===== config.mk =====
export PLATFORM = sky130hd
export DESIGN_NAME = clock_speed_ctrl
export DESIGN_NICKNAME = d
export VERILOG_FILES = /design/src/rtl/clock_speed_ctrl.sv
export SDC_FILE = /design/constraint.sdc
export NUM_CORES = 1
export LEC_CHECK = 0
export BUFFER_PORTS_ARGS = -buffer_cell sky130_fd_sc_hd__buf_2
export CAP_MARGIN = 25
export CORE_MARGIN = 1.5
export CORE_UTILIZATION = 50
export CTS_CLUSTER_DIAMETER = 120
export DETAILED_ROUTE_END_ITERATION = 8
export PLACE_DENSITY = 0.7
export SYNTH_ARGS = -nofsm -noshare
export SYNTH_HDL_FRONTEND = slang
export SYNTH_SLANG_ARGS = --single-unit

===== constraint.sdc =====
create_clock -name CLK100M -period 1.7 [get_ports CLK100M]
set_clock_uncertainty 0.05 [all_clocks]
set_input_delay 0 -clock CLK100M [delete_from_list [all_inputs] [get_ports CLK100M]]
set_output_delay 0 -clock CLK100M [all_outputs]
set_load 0.02 [all_outputs]

===== src/rtl/clock_speed_ctrl.sv =====
// -----------------------------------------------------------------------------
// clock_speed_ctrl
//
// Sequences a run-time change of the CPU clock speed select. An asynchronous
// speed request is synchronized and debounced; once it differs from the
// current SPEED, the block waits for the 68030 bus to go idle. It then raises
// HOLD so no new bus cycle starts, drains any cycle that slipped through the
// synchronizer, flips SPEED, lets the clock generator settle and releases HOLD.
//
// Ports (all in the CLK100M domain):
//   CLK100M    in   sole clock, rising edge
//   RESET      in   asynchronous reset, active low
//   SPEED_REQ  in   asynchronous requested speed (1 = fast, 0 = slow)
//   AS30       in   asynchronous CPU address strobe, active low
//   SPEED      out  registered speed select to the clock generator
//   HOLD       out  registered; 1 = do not start a new CPU bus cycle
//   BUSY       out  registered; 1 = a switch sequence is in progress
// -----------------------------------------------------------------------------
module clock_speed_ctrl #(
   parameter int DEBOUNCE    = 1024,
   parameter int IDLE_CYCLES = 4,
   parameter int SETTLE      = 64
) (
   input  logic CLK100M,
   input  logic RESET,
   input  logic SPEED_REQ,
   input  logic AS30,
   output logic SPEED,
   output logic HOLD,
   output logic BUSY
);

   localparam int DRAIN_CYCLES = 3;
   localparam int DB_W    = (DEBOUNCE > 1) ? $clog2(DEBOUNCE) : 1;
   localparam int SEQ_A   = (IDLE_CYCLES > SETTLE) ? IDLE_CYCLES : SETTLE;
   localparam int SEQ_MAX = (SEQ_A > DRAIN_CYCLES) ? SEQ_A : DRAIN_CYCLES;
   localparam int SQ_W    = (SEQ_MAX > 1) ? $clog2(SEQ_MAX) : 1;

   localparam logic [DB_W-1:0] DB_LAST     = DB_W'(DEBOUNCE - 1);
   localparam logic [SQ_W-1:0] IDLE_LAST   = SQ_W'(IDLE_CYCLES - 1);
   localparam logic [SQ_W-1:0] DRAIN_LAST  = SQ_W'(DRAIN_CYCLES - 1);
   localparam logic [SQ_W-1:0] SETTLE_LAST = SQ_W'(SETTLE - 1);

   typedef enum logic [2:0] {
      S_IDLE,
      S_WAIT_IDLE,
      S_DRAIN,
      S_SWITCH,
      S_SETTLE,
      S_RELEASE
   } state_t;

   logic            req_p0;
   logic            req_sync;
   logic            as_p0;
   logic            as_sync;
   logic [DB_W-1:0] db_cnt;
   logic            req_stable;
   state_t          state;
   logic [SQ_W-1:0] seq_cnt;

   // Stage p0 -> sync: two-flop synchronizers. AS30 resets high (bus idle).
   always_ff @(posedge CLK100M or negedge RESET) begin
      if (!RESET) begin
         req_p0   <= 1'b0;
         req_sync <= 1'b0;
         as_p0    <= 1'b1;
         as_sync  <= 1'b1;
      end else begin
         req_p0   <= SPEED_REQ;
         req_sync <= req_p0;
         as_p0    <= AS30;
         as_sync  <= as_p0;
      end
   end

   // Debounce: req_p0 is the value req_sync takes next, so a mismatch marks
   // the edge on which req_sync changes and restarts the run. db_cnt then
   // holds (cycles held - 1) and saturates at DEBOUNCE-1, where the held
   // value is accepted.
   always_ff @(posedge CLK100M or negedge RESET) begin
      if (!RESET) begin
         db_cnt     <= '0;
         req_stable <= 1'b0;
      end else if (req_p0 != req_sync) begin
         db_cnt <= '0;
      end else if (db_cnt != DB_LAST) begin
         db_cnt <= db_cnt + 1'b1;
      end else begin
         req_stable <= req_sync;
      end
   end

   // Switch sequencer. One counter serves the idle, drain and settle waits
   // since only one of them is active at a time.
   always_ff @(posedge CLK100M or negedge RESET) begin
      if (!RESET) begin
         state   <= S_IDLE;
         seq_cnt <= '0;
         SPEED   <= 1'b0;
         HOLD    <= 1'b0;
         BUSY    <= 1'b0;
      end else begin
         case (state)
            S_IDLE: begin
               HOLD    <= 1'b0;
               BUSY    <= 1'b0;
               seq_cnt <= '0;
               if (req_stable != SPEED) begin
                  BUSY  <= 1'b1;
                  state <= S_WAIT_IDLE;
               end
            end

            // Abort has priority over completing the idle count.
            S_WAIT_IDLE: begin
               if (req_stable == SPEED) begin
                  BUSY    <= 1'b0;
                  seq_cnt <= '0;
                  state   <= S_IDLE;
               end else if (!as_sync) begin
                  seq_cnt <= '0;
               end else if (seq_cnt == IDLE_LAST) begin
                  seq_cnt <= '0;
                  HOLD    <= 1'b1;
                  state   <= S_DRAIN;
               end else begin
                  seq_cnt <= seq_cnt + 1'b1;
               end
            end

            // A CPU cycle may have started while HOLD was still in flight;
            // wait until the synchronized strobe is quiet again.
            S_DRAIN: begin
               if (!as_sync) begin
                  seq_cnt <= '0;
               end else if (seq_cnt == DRAIN_LAST) begin
                  seq_cnt <= '0;
                  state   <= S_SWITCH;
               end else begin
                  seq_cnt <= seq_cnt + 1'b1;
               end
            end

            S_SWITCH: begin
               SPEED   <= req_stable;
               seq_cnt <= '0;
               state   <= S_SETTLE;
            end

            S_SETTLE: begin
               if (seq_cnt == SETTLE_LAST) begin
                  seq_cnt <= '0;
                  state   <= S_RELEASE;
               end else begin
                  seq_cnt <= seq_cnt + 1'b1;
               end
            end

            S_RELEASE: begin
               HOLD  <= 1'b0;
               BUSY  <= 1'b0;
               state <= S_IDLE;
            end

            default: begin
               seq_cnt <= '0;
               HOLD    <= 1'b0;
               BUSY    <= 1'b0;
               state   <= S_IDLE;
            end
         endcase
      end
   end

endmodule

==> results of run 1 <==
metrics by stage:
stage                     utilization, %  instance area, um^2  hold slack (ps)
after global placement             58.41                 1486           -18.87
after global routing               63.77                 1623            190.6
final                              63.77                 1623            139.5
after CTS                          60.62                 1543            152.4
after detailed placement           58.41                 1486           -11.64
after floorplan                        -                 1386           -345.6
worst min-delay path by stage:
stage                     startpoint          to  slack, ps  depth (start not counted)
after floorplan                RESET        BUSY       -350                          0
after global placement         RESET        HOLD        -20                          1
after detailed placement       RESET    state[1]        -10                          1
after CTS                      RESET    state[0]        150                          2
after global routing           RESET  seq_cnt[5]        190                          2
final                          RESET    state[0]        140                          2
cell type report:
class / instances / area [um^2]
repair buffers: 21 / 150.1
inverters: 5 / 18.77
well taps: 30 / 37.54
multi-input cells: 100 / 710.7
clock buffers: 4 / 26.28
fillers: 223 / 922.1
flip-flops and latches: 27 / 679.4
report_power, final:
| part | switching [W] | internal [W] |
|---|---|---|
| Clock | 0.000180 | 0.0000917 |
| Sequential | 0.0000143 | 0.000661 |
| Combinational | 0.0000333 | 0.0000295 |
| Total | 0.000227 | 0.000782 |
cells in the final DEF, fill, tap and decap left out, types with 2 or more instances in the layout:
master	netlist	layout
mux2i_1	2	2
o21bai_1	2	2
nand2_1	9	9
nor2_1	17	17
nor3_1	2	2
dfrtp_1	25	24
dlygate4sd3_1	0	3
a21oi_1	4	4
nand3_1	7	6
and3_1	9	8
xor2_1	5	5
a31oi_1	4	4
buf_4	2	12
inv_1	5	5
clkbuf_4	0	3
dfstp_2	2	2
o21ai_0	5	5
o32ai_1	2	2
ha_1	3	2
nand4_1	3	3
buf_2	1	6
routing by layer:
metal / share of wire [%] / routed length (um) / vias up
met5: 0 / 0 / -
met4: 1.3 / 34 / 0
met3: 2.2 / 58 / 4
met2: 52 / 1361 / 14
met1: 45 / 1171 / 532
li1: - / - / 536
kinds of logic (layout without fill, tap and decap cells):
family,after synthesis,count (layout),synth area share [%]
flops,27,27,48.92
fa+ha+maj,3,3,2.708
simple gates,58,58,23.56
mux,3,3,2.256
compound gates,29,29,14.80
buf+inv,8,30,2.797
xor+xnor,7,7,4.964
worst max-delay path: stages (launching register included):
cell	delay (ps)
dfrtp_1	440
ha_4	160
and3_1	200
nand3_2	110
a32o_2	310
a221oi_2	220
nor3_1	80
repair_timing:
item	in CTS	in global routing
hold buffers	3	0
endpoints found under the setup margin	0	11
endpoints found under the hold margin	29	0
setup buffers	0	5
resized for setup	0	10
==> reports/results.ini, run 1 <==
[drt]
via_per_inst = 5.807
drc = 0
wirelength_mm = 2.626
wl_per_cell_um = 14.04
vias = 1086
antenna_left = 0
drt_iter0_drc = 27
dr.pass1.iters = 4

[cells_and_area]
final_cells = 187
drive_gt1_share_pct = 24.20
top_regs = db_cnt: 10 flops, seq_cnt: 6 flops, state: 3 flops
final_nets = 165
largest_reg_flops = 10
syn2layout_area_growth_pct = 17.06
top_register = db_cnt
antenna_cells = 0

[global_route]
met1_usage_pct = 20.03
grt_pass1_vias = 1014
grt_antenna_before_repair = 0
grt_pass1_wl_mm = 4.250
grt_max_degree = 28
use_met2_pct = 31.12
gr-total-overflow = 0
grt_util_met3_pct = 2.791
grt_usage_pct = 16.93
top_usage_layer = met2

[clock_network]
cts_sinks = 27
numCtsBuffers = 3
ctsRootBufferMaster = clkbuf_4
cts_tree = yes
htree_num_levels = 1
insertion_delay_ps = 320
clk_path_buf_depth = 2
clk_pin_slew_ps = 140

[setup_path]
worst-path-max-fanout = 3
rr_startpoint = seq_cnt[0]
crit_required_ps = 1870
crit_end = seq_cnt[2]
rr_worst_depth = 6
rr_endpoint = seq_cnt[2]
cp.arrival_ps = 1830
path_class = reg -> reg
crit_start = seq_cnt[0]
r2r_slack_ps = 30
cp-start-kind = register
cp-end-kind = register

[timing]
slew_violations = 0
fmax_ghz = 0.6002
fin_crit_ps = 1666
fin_ws_ps = 33.83
setup_viol = 0
fin_tns_setup_ps = 0
slew_headroom_pct = 60.90
tightest_slew_ps = 586.5
hold_viol = 0
min_period_over_period_pct = 98.01

[floorplan]
io_pins = 7
die-area_mm2 = 0.003097
core_mm2 = 0.002545
die_y_um = 55.66
die_w_um = 55.66
rows = 18
initial_utilization_pct = 54.47

[power_and_ir_drop]
ir_drop_v = 0.0004534
power_density_mw_per_mm2 = 621.9
leakagePower_nw = 0.7766
p_total_w = 0.001009

[logic_synthesis]
ys_seq_elements = 27
yosysMostFrequentCell = dfrtp_1
avgSynthCellArea_um2 = 10.27
syn-num-nets = 142
ys_seq_area_share_pct = 48.92
synth.distinct_cells = 45
synth-edff-count = 0
synth.top_cell.area_share_pct = 45.13
ys_top_cells_by_count = dfrtp_1, nor2_1, and3_1, nand2_1, nand3_1
synth_ff_type = dfrtp_1
syn-cell-area_mm2 = 0.001386
synth_area_leaders = dfrtp_1, nor2_1, and3_1
async_reset_ff_share_pct = 100.0
ys_warn_count = 0
synth_top_area_cell = dfrtp_1
netlist_instances = 135

[placement]
gp_congestion = 0.8010
dp_cells = 175
hpwl_mm = 1.794
port_buffers = 6
pre_cts_ws_ps = 59.27

[min_path]
hp-class = in -> async

[outcome]
status = complete, no violations

[flow_run]
drv_cap = 0

No activity file was read; power rests on OpenSTA's default activity.
==> run 2: changes to the inputs <==
Settings changed: REMOVE_ABC_BUFFERS from default to 1.
==> reports/results.ini, run 2 (synthesis gave the netlist of run 1 again) <==
[global_route]
grt_antenna_before_repair = 0  ; unchanged
grt_pass1_wl_mm = 4.243  ; -0.16%
grt_max_degree = 28  ; unchanged
grt_usage_pct = 16.79  ; -0.14 points
gr-total-overflow = 0  ; unchanged
grt_pass1_vias = 1019  ; +0.49%

[placement]
gp_congestion = 0.7357  ; -8.2%
hpwl_mm = 1.749  ; -2.5%
port_buffers = 6  ; unchanged

[setup_path]
cp.arrival_ps = 1800  ; -30 ps
crit_chain = ha_4 -> and3_1 -> nand3_2 -> a32o_2 -> a21oi_2 -> o22ai_1
crit_required_ps = 1840  ; -30 ps
max_stage_delay_ps = 420  ; -20 ps
path_buf_inv = 0  ; unchanged
worst-path-max-fanout = 3  ; unchanged
path_delay_family = compound AO/OA/AOI/OAI gates
cp-end-kind = register
cp_slowest_cell = dfrtp_1
cp-start-kind = register
path_class = reg -> reg

[power_and_ir_drop]
power_density_mw_per_mm2 = 621.4  ; about the same
ir_drop_v = 0.0006618  ; +46%
leakagePower_nw = 0.7505  ; -3.4%
p_total_w = 0.001006  ; -0.31%

[timing]
setup_viol = 0  ; unchanged
rsz0062_at_grt = yes
slew_headroom_pct = 61.30  ; +0.40 points
min_period_over_period_pct = 97.93  ; about the same
whs_ps = 143.3  ; +3.772 ps
slew_violations = 0  ; unchanged
hold_viol = 0  ; unchanged
tightest_slew_ps = 580.6  ; -5.975 ps
fin_tns_setup_ps = 0  ; unchanged
fmax_ghz = 0.6007  ; about the same
fin_crit_ps = 1665  ; -1.325 ps

[cells_and_area]
layout_common_cells = dfrtp_1, nor2_1, buf_4
final_util_pct = 63.62  ; -0.15 points
final_common_cell = dfrtp_1
final_nets = 163  ; -1.2%
top_register = db_cnt
drive_gt1_share_pct = 26.45  ; +2.2 points
top_regs = db_cnt: 10 flops, seq_cnt: 6 flops, state: 3 flops
antenna_cells = 0  ; unchanged
syn2layout_area_growth_pct = 16.79
largest_reg_flops = 10  ; unchanged

[outcome]
status = complete, no violations

[floorplan]
die-area_mm2 = 0.003097  ; unchanged
core_mm2 = 0.002545  ; unchanged
die_y_um = 55.66  ; unchanged
io_pins = 7  ; unchanged
die_w_um = 55.66  ; unchanged
initial_utilization_pct = 54.47  ; unchanged
rows = 18  ; unchanged

[drt]
wl_per_cell_um = 14.20  ; +1.1%
via_per_inst = 5.751  ; -0.97%
dr.pass1.iters = 4  ; unchanged
antenna_left = 0  ; unchanged
wirelength_mm = 2.627  ; about the same
drc = 0  ; unchanged
vias = 1064  ; -2.0%
drt_iter0_drc = 28  ; +3.7%

[clock_network]
htree_num_levels = 1  ; unchanged
clk_path_buf_depth = 2  ; unchanged
insertion_delay_ps = 320  ; about the same
ctsRootBufferMaster = clkbuf_4
clk_pin_slew_ps = 140  ; about the same
numCtsBuffers = 3  ; unchanged
cts_tree = yes
cts_sinks = 27  ; unchanged

[min_path]
hp-class = in -> async

[flow_run]
drv_cap = 0  ; unchanged

-- run 2: cell types whose count changed in the layout (fill, tap and decap cells not counted), sizes merged --
| cell | previous run | this run |
|---|---|---|
| buf | 18 | 16 |
-- run 2: path summary, 6_finish.rpt --
check	startpoint	endpoint	slack, ps	cells after the start
min in group CLK100M	SPEED_REQ	req_p0	260	2
worst min register to register	as_p0	as_sync	320	0
worst min-delay path	RESET	HOLD	140	2
worst max register to register	seq_cnt[0]	seq_cnt[1]	40	6
worst max-delay path	seq_cnt[0]	seq_cnt[1]	40	6
max in group asynchronous	RESET	seq_cnt[2]	1030	2
-- run 2: routing by layer --
| metal | global-route usage [%] | part of all wire [%] | up-vias |
|---|---|---|---|
| met5 | 0 | 0 | - |
| met4 | 5.226 | 1.2 | 0 |
| met3 | 2.093 | 1.7 | 6 |
| met2 | 29.93 | 53 | 9 |
| met1 | 21.12 | 44 | 519 |
| li1 | - | - | 530 |
-- run 2: area by class of cell --
cell class,count,area (um^2)
Fill cell,212,925.9
Multi-Input combinational cell,100,719.4
Sequential cell,27,681.9
Timing Repair Buffer,19,135.1
Tap cell,30,37.54
Clock buffer,4,26.28
Inverter,5,18.77
-- run 2: where the power goes --
part            total, W  leakage, nW  internal, W  switching [W]
clock network   0.000268       0.0150    0.0000916       0.000176
logic          0.0000635        0.377    0.0000295      0.0000340
registers       0.000675        0.358     0.000661      0.0000141
total            0.00101        0.751     0.000782       0.000224
-- run 2: per-stage QoR --
step           std cells  setup WS, ps  instance area (um^2)
4_1_cts              181         5.251                  1538
6_report             185         35.15                  1619
2_1_floorplan        132         121.1                  1366
3_5_place_dp         173        -24.51                  1471
3_3_place_gp         173         15.22                  1471
5_1_grt              185        -31.52                  1619
-- run 2: worst reg2reg max path, stage by stage (launching register included) --
cell and delay [ps]:
dfrtp_1 420, ha_4 160, and3_1 180, nand3_2 100
a32o_2 310, a21oi_2 190, o22ai_1 140
-- run 2: timing repair --
item,CTS,global route
resized for setup,1,12
pin swaps,0,5
hold buffers,3,0
endpoints found under the hold margin,27,0
setup endpoints to repair,3,9
setup buffers,1,4
